**src/rtl/multi_timer.sv**
```systemverilog
// Multi-channel down-counting timer with per-channel prescaler, one-shot or
// auto-reload modes, sticky pending flags and a masked interrupt OR.
module multi_timer #(
    parameter int unsigned N_CH  = 2,
    parameter int unsigned CNT_W = 32
) (
    input  logic        CLK_I,
    input  logic        RST_I,
    input  logic [5:2]  ADD_I,
    input  logic        WE_I,
    input  logic [31:0] DAT_I,
    output logic [31:0] DAT_O,
    output logic        IRQ
);
    localparam int unsigned PS_W = 15;
    localparam logic [1:0] SEL_CTRL   = 2'b00;
    localparam logic [1:0] SEL_PRESET = 2'b01;
    localparam logic [1:0] SEL_COUNT  = 2'b10;
    localparam logic [1:0] SEL_STATUS = 2'b11;

    logic [31:0]     rd_vec [N_CH];
    logic [N_CH-1:0] irq_vec;

    for (genvar i = 0; i < N_CH; i++) begin : g_ch
        logic [7:0]       ctrl;
        logic [CNT_W-1:0] preset;
        logic [CNT_W-1:0] count;
        logic             pend;
        logic [PS_W-1:0]  presc;
        logic [PS_W-1:0]  ps_mask;
        logic             hit;
        logic             wr_ctrl;
        logic             wr_preset;
        logic             wr_status;
        logic             enabled;
        logic             tick;
        logic             at_one;
        logic             term;
        logic [31:0]      rd_data;

        assign hit       = (ADD_I[5:4] == 2'(i));
        assign wr_ctrl   = WE_I && hit && (ADD_I[3:2] == SEL_CTRL);
        assign wr_preset = WE_I && hit && (ADD_I[3:2] == SEL_PRESET);
        assign wr_status = WE_I && hit && (ADD_I[3:2] == SEL_STATUS);

        // Reserved modes (MODE[1] set) freeze both prescaler and counter.
        assign enabled = ctrl[0] && !ctrl[2];
        assign ps_mask = PS_W'((16'd1 << ctrl[7:4]) - 16'd1);
        assign tick    = enabled && ((presc & ps_mask) == ps_mask);
        assign at_one  = (count == CNT_W'(1));
        assign term    = tick && at_one;

        // Register writes are applied after the tick so that they take priority.
        always_ff @(posedge CLK_I or posedge RST_I) begin
            if (RST_I) begin
                ctrl   <= '0;
                preset <= '0;
                count  <= '0;
                pend   <= 1'b0;
                presc  <= '0;
            end else begin
                if (enabled) begin
                    presc <= presc + PS_W'(1);
                end
                if (tick) begin
                    if (at_one) begin
                        if (ctrl[1]) begin
                            count <= preset;
                        end else begin
                            count   <= '0;
                            ctrl[0] <= 1'b0;
                        end
                    end else if (count != '0) begin
                        count <= count - CNT_W'(1);
                    end
                end
                if (wr_ctrl) begin
                    ctrl <= DAT_I[7:0];
                    if (DAT_I[0] && !ctrl[0]) begin
                        presc <= '0;
                    end
                end
                if (wr_preset) begin
                    preset <= DAT_I[CNT_W-1:0];
                    count  <= DAT_I[CNT_W-1:0];
                    presc  <= '0;
                end
                if (wr_status && DAT_I[0]) begin
                    pend <= 1'b0;
                end
                if (term) begin
                    pend <= 1'b1;
                end
            end
        end

        always_comb begin
            rd_data = '0;
            if (hit) begin
                case (ADD_I[3:2])
                    SEL_CTRL:   rd_data = {24'd0, ctrl};
                    SEL_PRESET: rd_data = 32'(preset);
                    SEL_COUNT:  rd_data = 32'(count);
                    SEL_STATUS: rd_data = {31'd0, pend};
                    default:    rd_data = '0;
                endcase
            end
        end

        assign rd_vec[i]  = rd_data;
        assign irq_vec[i] = pend && ctrl[3];
    end

    // Only the addressed channel contributes a non-zero word.
    always_comb begin
        DAT_O = '0;
        for (int i = 0; i < N_CH; i++) begin
            DAT_O = DAT_O | rd_vec[i];
        end
        if (RST_I) begin
            DAT_O = '0;
        end
    end

    assign IRQ = !RST_I && (|irq_vec);

endmodule

```
**config.mk**
```make
export PLATFORM = sky130hd
export DESIGN_NAME = multi_timer
export DESIGN_NICKNAME = d
export VERILOG_FILES = /design/src/rtl/multi_timer.sv
export SDC_FILE = /design/constraint.sdc
export NUM_CORES = 1
export LEC_CHECK = 0
export ABC_AREA = 1
export CORE_MARGIN = 3
export CORE_UTILIZATION = 40
export CTS_BUF_LIST = sky130_fd_sc_hd__clkbuf_8
export DETAILED_ROUTE_END_ITERATION = 6
export PLACE_DENSITY = 0.58
export SLEW_MARGIN = 20
export SYNTH_ARGS = -nofsm -noshare
export SYNTH_HDL_FRONTEND = slang
export SYNTH_SLANG_ARGS = --single-unit
```
**constraint.sdc**
```tcl
create_clock -name CLK_I -period 7.4 [get_ports CLK_I]
set_input_delay 1.48 -clock CLK_I [delete_from_list [all_inputs] [get_ports CLK_I]]
set_output_delay 1.48 -clock CLK_I [all_outputs]
set_load 0.02 [all_outputs]
```
==> flow_metrics.tcl <==
set metrics [dict create \
    status "completed" \
    reg2regPathDepth 13 \
    whs_path_depth 2 \
    nFillCells 3178 \
    die_x_um 180 \
    min_to "g_ch[0].count[1]$_DFFE_PP0P_" \
    worstHoldStart "g_ch[0].count[1]$_DFFE_PP0P_" \
    hold_path_class "register to register" \
    fin_setup_tns_ns 0 \
    yosysMostFrequentCell "nand2_1" \
    ys_types 42 \
    cp_top_family "buffers and inverters" \
    antenna_left 0 \
    place_ws_ns 1.45 \
    final_cells 2297 \
    grt_overflow_total 0 \
    grt_use_total 0.263 \
    ioPinCount 72 \
    r2r_slack_ns 3.46 \
    cts-buffers-inserted 17 \
    port_buffers 71 \
    finalHoldViolCount 0 \
    min_period_over_period 0.856 \
    postCtsSetupBuffers 0 \
    min_period_ns 6.33 \
    setup_viol 0 \
    grt_pass1_wl_mm 68.8 \
    ys_warn_count 0 \
    cts-root-buf "clkbuf_8" \
    synth_top_area_frac 0.363 \
    yosys.area.top_type "dfrtp_1" \
    worst_pin_slew_ns 1.21 \
    clk_latency_ns 0.53 \
    hold_ws_ns 0.524 \
    n_antenna_cell 0 \
    placedCellCount 2265 \
    vias 12600 \
    power_density_nw_per_um2 258 \
    area_growth_pct 10.9 \
    critPathMaxStageDelay_ns 0.76 \
    layout.nets 1941 \
    slowest_stage "clkinv_2" \
    rsz0062_at_grt "no" \
    synth.net_count 1920 \
    clockBufferDepth 2 \
    crit_type "input pin to primary output" \
    layout-drive-gt1-share 0.0461 \
    wl_per_cell_um 18.5 \
    place_congestion 0.956 \
    initialDrtViolationCount 1208 \
    synth_area_um2 12100 \
    die_area_um2 32500 \
    cts_htree_levels 4 \
    grt_pass1_vias 12300 \
    drt_wl_total_mm 42.5 \
    drc_errors 0 \
    clkTransAtPathRegs_ns 0.11 \
    r2r_end "g_ch[0].count[8]$_DFFE_PP0P_" \
    cp.required_ns 5.92 \
    fmax_mhz 158 \
    seq_area_frac_synth 0.363 \
    grt_max_degree 74 \
    cts-hold-fix-buffers 0 \
    rows 63 \
    arrival_ns 4.85 \
    synthFlopType "dfrtp_1" \
    synth.top_cells.by_count "nand2_1, inv_1, nand3_1, nor2_1, dfrtp_1" \
    core_um2 29800 \
    layout_setup_ws_ns 1.07 \
    start_util 0.407 \
    p_leak_nw 6.56 \
    crit_buf_inv 4 \
    ys_ff_latch 176 \
    die-height_um 180 \
    slew_headroom 0.193 \
    antenna_found_initial 0 \
    netlist_instances 1873 \
    slew_violations 0 \
    vias_per_cell 5.50 \
    ir_worst_vdd_v 0.000175 \
    reg2reg_from "g_ch[0].ctrl[6]$_DFFE_PP0P_" \
    crit_top_cell "clkdlybuf4s50_1" \
    ys_top_cells_by_area "dfrtp_1, nand2_1, nand3_1" \
    drtPass1Iterations 5 \
    register_area_um2 4400 \
    crit_fanout 60 \
    cp-end-kind "primary output" \
    startpoint_type "input pin" \
    crit_chain "clkdlybuf4s50_1 > inv_2 > nor2_1 > clkinv_2 > o21ai_0 > nand2_1 > a21oi_1 > clkdlybuf4s50_1" \
    fin_skew_ns 0.0237 \
    synth_area_per_cell_um2 6.48 \
    synth_edf_count 0 \
    post-dp-hpwl_mm 30.9 \
    cts_resized 0 \
    cts_sinks 176 \
    multiInputGateArea_um2 6520 \
    async_flop_share 1.00 \
    cts_tree "done" \
    p_total_w 0.00348 \
    drv_cap 0 \
]
==> stage by stage <==
stage,utilization,cell area [µm²]
floorplan,-,12100
global route,0.451,13500
finish,0.451,13500
global placement,0.438,13000
CTS,0.451,13400
detailed placement,0.438,13000
==> placed cells by master, fill, tap and decap left out, types with 2 or more instances in the layout <==
cell,synthesis,routed
a221oi_1,5,5
clkdlybuf4s50_1,0,71
nor3b_1,3,3
ha_1,8,8
inv_1,210,208
o21a_1,2,2
o22ai_1,59,59
inv_8,0,5
buf_4,6,12
nand3b_1,8,8
o21ai_0,139,139
nor2_2,17,18
inv_2,10,10
nand4_1,30,30
xor2_1,43,43
xnor2_1,5,5
clkinvlp_4,0,2
a21oi_1,46,46
clkinv_4,0,2
nand2_1,593,592
clkbuf_8,0,17
inv_6,0,6
o21bai_1,3,3
nor2_4,1,3
a31oi_1,2,2
o211ai_1,3,3
o21ai_2,2,2
dfrtp_1,176,176
nand2_2,3,3
nor3_1,16,16
a211oi_1,2,2
nand3_1,207,207
nor2_1,188,185
==> area by class of cell <==
type / count / share of cell area
repair buffers: 84 / 0.0604
well taps: 390 / 0.0363
multi-input cells: 1394 / 0.484
clock inverters: 15 / 0.0121
inverters: 221 / 0.0621
clock buffers: 17 / 0.0174
flip-flops and latches: 176 / 0.327
==> worst max-delay path by stage <==
| stage | endpoint | cells after the start | start |
|---|---|---|---|
| global route | DAT_O[17] | 8 | ADD_I[2] |
| CTS | DAT_O[11] | 6 | ADD_I[3] |
| finish | DAT_O[17] | 8 | ADD_I[2] |
| floorplan | DAT_O[0] | 4 | RST_I |
| global placement | DAT_O[11] | 6 | ADD_I[3] |
| detailed placement | DAT_O[11] | 6 | ADD_I[3] |
==> layer usage <==
metal / vias to the layer above / wire, µm / GRT usage
met3: 58 / 3050 / 0.0501
met2: 472 / 18900 / 0.408
li1: 6063 / - / -
met4: 0 / 969 / 0.0725
met1: 6041 / 19600 / 0.378
met5: - / 0 / 0
==> power breakdown <==
group | total (W) | switching (W) | internal [W]
Clock | 0.000725 | 0.000442 | 0.000283
Combinational | 0.00135 | 0.000896 | 0.000457
Sequential | 0.00140 | 0.000221 | 0.00118
Total | 0.00348 | 0.00156 | 0.00192
==> kinds of logic after synthesis <==
| group | Yosys count | synth area share |
|---|---|---|
| simple gates | 1071 | 0.371 |
| buf+inv | 303 | 0.102 |
| compound gates | 267 | 0.121 |
| flops | 176 | 0.363 |
| xor+xnor | 48 | 0.0346 |
| fa+ha+maj | 8 | 0.00825 |
==> tightest hold or removal path, delay by kind of cell, from the launching register on <==
kind	cells	cell delay [ns]
flops	1	0.36
simple gates	2	0.14
==> flip-flops by register name, indices dropped and copies added, names as in the netlist <==
name         flops
g_ch.pend        2
g_ch.presc      30
g_ch.count      64
g_ch.preset     64
g_ch.ctrl       16
No activity file was read; power rests on OpenSTA's default activity.
